**config.mk**
```make
export PLATFORM = sky130hd
export DESIGN_NAME = full_adder
export DESIGN_NICKNAME = d
export VERILOG_FILES = /design/src/rtl/full_adder_pkg.sv /design/src/rtl/full_adder_half_adder.sv /design/src/rtl/full_adder.sv
export SDC_FILE = /design/constraint.sdc
export NUM_CORES = 1
export LEC_CHECK = 0
export ABC_AREA = 0
export ABC_CLOCK_PERIOD_IN_PS = 800
export CORE_AREA = 2 2 39 41
export DETAILED_ROUTE_END_ITERATION = 16
export DIE_AREA = 0 0 41 43
export DONT_BUFFER_PORTS = 1
export GPL_ROUTABILITY_DRIVEN = 0
export REMOVE_ABC_BUFFERS = 1
export SYNTH_ARGS = -nofsm -noshare
export SYNTH_HDL_FRONTEND = slang
export SYNTH_HIERARCHICAL = 1
export SYNTH_SLANG_ARGS = --single-unit
```
**constraint.sdc**
```tcl
create_clock -name clk -period 0.8 [get_ports clk]
set_clock_uncertainty 0.05 [all_clocks]
set_input_delay 0.16 -clock clk [delete_from_list [all_inputs] [get_ports clk]]
set_output_delay 0.16 -clock clk [all_outputs]
set_load 0.1 [all_outputs]
```
**src/rtl/full_adder_pkg.sv**
```systemverilog
// Shared constants for the full_adder slice.
// Optional feature macro used by this slice: FULL_ADDER_OVF_EN.
package full_adder_pkg;

    localparam int FA_MAX_WIDTH = 64;
    localparam int FA_LATENCY   = 1;

    // True when a requested operand width is one the adder can be built at.
    function automatic bit fa_width_ok(input int w);
        return (w >= 1) && (w <= FA_MAX_WIDTH);
    endfunction

endpackage

```
**src/rtl/full_adder_half_adder.sv**
```systemverilog
// One-bit half adder; two of these plus an OR make one full-adder cell.
module half_adder (
    input  logic x,
    input  logic y,
    output logic s,
    output logic c
);

    assign s = x ^ y;
    assign c = x & y;

endmodule

```
**src/rtl/full_adder.sv**
```systemverilog
// Registered ripple-carry adder: {c_out, sum_out} = a + b + c_in, one cycle late.
// Define FULL_ADDER_OVF_EN to add the registered signed-overflow output ovf_out.
module full_adder
    import full_adder_pkg::*;
#(
    parameter int WIDTH = 1
) (
    input  logic             clk,
    input  logic             rst_n,
    input  logic [WIDTH-1:0] a,
    input  logic [WIDTH-1:0] b,
    input  logic             c_in,
    input  logic             in_valid,
    output logic [WIDTH-1:0] sum_out,
    output logic             c_out,
`ifdef FULL_ADDER_OVF_EN
    output logic             ovf_out,
`endif
    output logic             out_valid
);

    // Refuse to build at an unsupported width or if the pipeline depth assumption changes.
    generate
        if (!fa_width_ok(WIDTH)) begin : g_bad_width
            $error("full_adder: WIDTH=%0d outside 1..%0d", WIDTH, FA_MAX_WIDTH);
        end
        if (FA_LATENCY != 1) begin : g_bad_latency
            $error("full_adder: only a single register stage is implemented");
        end
    endgenerate

    logic [WIDTH:0]   carry;
    logic [WIDTH-1:0] prop;
    logic [WIDTH-1:0] gen;
    logic [WIDTH-1:0] tcarry;
    logic [WIDTH-1:0] sum;

    assign carry[0] = c_in;

    // Ripple chain: each cell is two half adders whose carries are ORed.
    generate
        for (genvar i = 0; i < WIDTH; i++) begin : g_cell
            half_adder u_ha_ab (
                .x (a[i]),
                .y (b[i]),
                .s (prop[i]),
                .c (gen[i])
            );
            half_adder u_ha_ci (
                .x (prop[i]),
                .y (carry[i]),
                .s (sum[i]),
                .c (tcarry[i])
            );
            assign carry[i+1] = gen[i] | tcarry[i];
        end
    endgenerate

`ifdef FULL_ADDER_OVF_EN
    // Signed overflow: the carry into the MSB disagrees with the carry out of it.
    logic ovf;
    assign ovf = carry[WIDTH] ^ carry[WIDTH-1];

    // Overflow flag follows the same capture/hold rules as the sum.
    always_ff @(posedge clk or negedge rst_n) begin
        if (!rst_n) begin
            ovf_out <= 1'b0;
        end else if (in_valid) begin
            ovf_out <= ovf;
        end
    end
`endif

    // Capture a qualified result; otherwise hold the last one and drop out_valid.
    always_ff @(posedge clk or negedge rst_n) begin
        if (!rst_n) begin
            sum_out   <= '0;
            c_out     <= 1'b0;
            out_valid <= 1'b0;
        end else begin
            out_valid <= in_valid;
            if (in_valid) begin
                sum_out <= sum;
                c_out   <= carry[WIDTH];
            end
        end
    end

endmodule

```
==> results.md <==
- Total wire length: 371 µm
- Final WS setup: -0.220 ns
- Min-Delay Startpoint: in_valid
- Initial antenna violation count: 0
- I/O Pins: 9
- Area of the core: 1380 µm²
- CTS tree: built
- Synth-to-Final Area Change: 105%
- Register area share after synthesis: 58.8%
- Family with the most delay on the worst path: flip-flops
- First drt pass iteration count: 2
- Final setup vio count: 4
- Synth Area in Compound Gates: 3.92%
- Core Util, Final: 18.9%
- Placed inst area: 208 µm²
- Share of cells above drive strength 1: 42.1%
- DRC errors left: 0
- Skew-Pair Late Insertion Delay: 0.23 ns
- Global-route usage over all layers: 6.12%
- Post-Synth XOR/XNOR Area: 0%
- WHS Endpoint: sum_out$_DFFE_PN0P_
- CP endpoint kind: output port
- Yosys top cell area share: 58.8%
- Worst hold path type: in2reg
- Multi-input gate area: 52.6 µm²
- Yosys reg bits: 3
- Cell area after layout: 262 µm²
- Critical Path RT: 0.59 ns
- Status: finished with violations
- Root Driver: clkbuf_4
- Crit path time final: 1.02 ns
- Row count: 14
- RR Startpoint: sum_out$_DFFE_PN0P_
- Slew headroom: 90.3%
- DR vias: 109
- Largest family of logic cells by synthesized area: adder cells
- Critical Path Source Type: flop
- Adder-cell share of the synthesized area: 19.6%
- Hold path depth: 1
- # nets final: 28
- Worst path cell trace: buf_12
- Post-synthesis area per instance: 14.2 µm²
- Crit path max fanout: 2
- Post-synthesis simple-gate area fraction: 5.88%
- Fill cell count: 151
- Inserted Clock Buffers: 3
- Antenna viol nets, final: 0
- Worst path max stage delay: 0.40 ns
- Synthesized area: 128 µm²
- Fin. max-slew vios: 0
- Failing checks: setup timing
- Syn. warnings: 6
- Mux contribution to synthesized area: 11.8%
- Syn Inst Count: 9
- RSZ-0062 raised after global routing: yes
- Total Die Area: 1760 µm²
- CP bufs+invs: 1
- Setup CP Type: reg2out
- Worst vdd ir: 433 µV
- Largest net degree at the start of global routing: 4
- # clock sinks: 3
- Fin Setup TNS: -0.808 ns
- Diodes inserted: 0
- GRT Residual Overflow: 0
- Worst path depth: 1
- Measured slew at the worst slew-check pin: 0.145 ns
- R2r setup slk: -0.17 ns
- Die Width: 41 µm
- Synth area leader: dfrtp_1
- Htree depth: 1
- R2r worst-path depth: 2
- Leakage: 0.000120 µW
- Drt wl/cell: 10.6 µm
- Crit-path slowest cell: dfrtp_1
- Fmax achieved: 981 MHz
- CTS max path bufs: 2
- Final Hold Fails: 0
- Drt via density: 3.11
- Die extent in y: 43 µm
- FF+latch area: 75.1 µm²
- Worst EP arrival: 0.81 ns
- Worst-path clk slew: 0.04 ns
- Max Cap Viol: 0
- Area contributors post-synth: dfrtp_1 59%, ha_1 20%, mux2_4 12%
- Pre-CTS setup slack: -0.359 ns
- Setup crit start: c_out$_DFFE_PN0P_
- Synth cell types: 5
- Resize count post-CTS: 0
- Initial Utilization: 9.22%
- Vias in the first global route: 140
- Hold WS: 0.0436 ns
- Port buffer count: 0
- First-pass GRT wire length: 552 µm
- DR iter-0 viols: 2
- R2r endpoint: sum_out$_DFFE_PN0P_
- Final Cycle Share: 127%
- PwrDens: 2820 nW/µm²
==> per-stage QoR <==
step           std cells  power [µW]
6_report              35         736
5_1_grt               35         781
4_1_cts               35         758
3_5_place_dp          28         454
3_3_place_gp          28         445
2_1_floorplan          9         351
==> layout make-up <==
type                            instances  share of cell area (%)
Sequential cell                         3                    28.7
Clock buffer                            4                    10.0
Tap cell                               16                    7.66
Multi-Input combinational cell          6                    20.1
Timing Repair Buffer                    6                    33.5
==> sequential cells by signal, summed over array words and instances, names as in the netlist <==
| signal | count |
|---|---|
| c_out | 1 |
| out_valid | 1 |
| sum_out | 1 |
==> cell families (layout without fill, tap and decap cells) <==
group | after synthesis | in the layout
buffers and inverters | 0 | 10
AO/OA/AOI/OAI | 1 | 1
adder cells (fa/ha/maj) | 2 | 2
flip-flops | 3 | 3
AND/OR/NAND/NOR | 2 | 2
multiplexers | 1 | 1
==> power by group <==
part	internal [µW]	switching (µW)	total (µW)
logic	114	170	284
registers	172	19.4	191
clock network	187	74.8	261
total	472	265	736
==> synthesized netlist by cell type <==
| cell type | count |
|---|---|
| dfrtp_1 | 3 |
| ha_1 | 2 |
| a21oi_1 | 1 |
| nor2_1 | 2 |
| mux2_4 | 1 |
==> metal layers <==
layer	wire, µm	share of wire (%)	up-vias	global-route usage (%)
met5	0	0	-	0
met4	0	0	0	8.00
met3	82	22	0	6.81
met2	179	48	9	7.81
met1	108	29	48	3.53
li1	-	-	52	-
==> cell usage in the layout, fill, tap and decap left out <==
| cell | instances |
|---|---|
| a21oi_1 | 1 |
| buf_12 | 3 |
| buf_4 | 1 |
| clkbuf_1 | 1 |
| clkbuf_4 | 3 |
| dfrtp_1 | 3 |
| dlygate4sd3_1 | 2 |
| ha_1 | 2 |
| mux2_4 | 1 |
| nor2_1 | 2 |
==> worst max path at each step <==
stage / end
2_1_floorplan: sum_out$_DFFE_PN0P_
3_3_place_gp: sum_out$_DFFE_PN0P_
3_5_place_dp: sum_out$_DFFE_PN0P_
4_1_cts: c_out
5_1_grt: c_out
6_report: c_out
==> timing repair <==
| item | in CTS | in global routing |
|---|---|---|
| endpoints found under the hold margin | 5 | 0 |
| hold buffers | 2 | 0 |
| buffers inserted | 1 | 0 |
| cloned | 0 | 0 |
| endpoints found under the setup margin | 4 | 4 |
(Power assumes the default switching activity.)
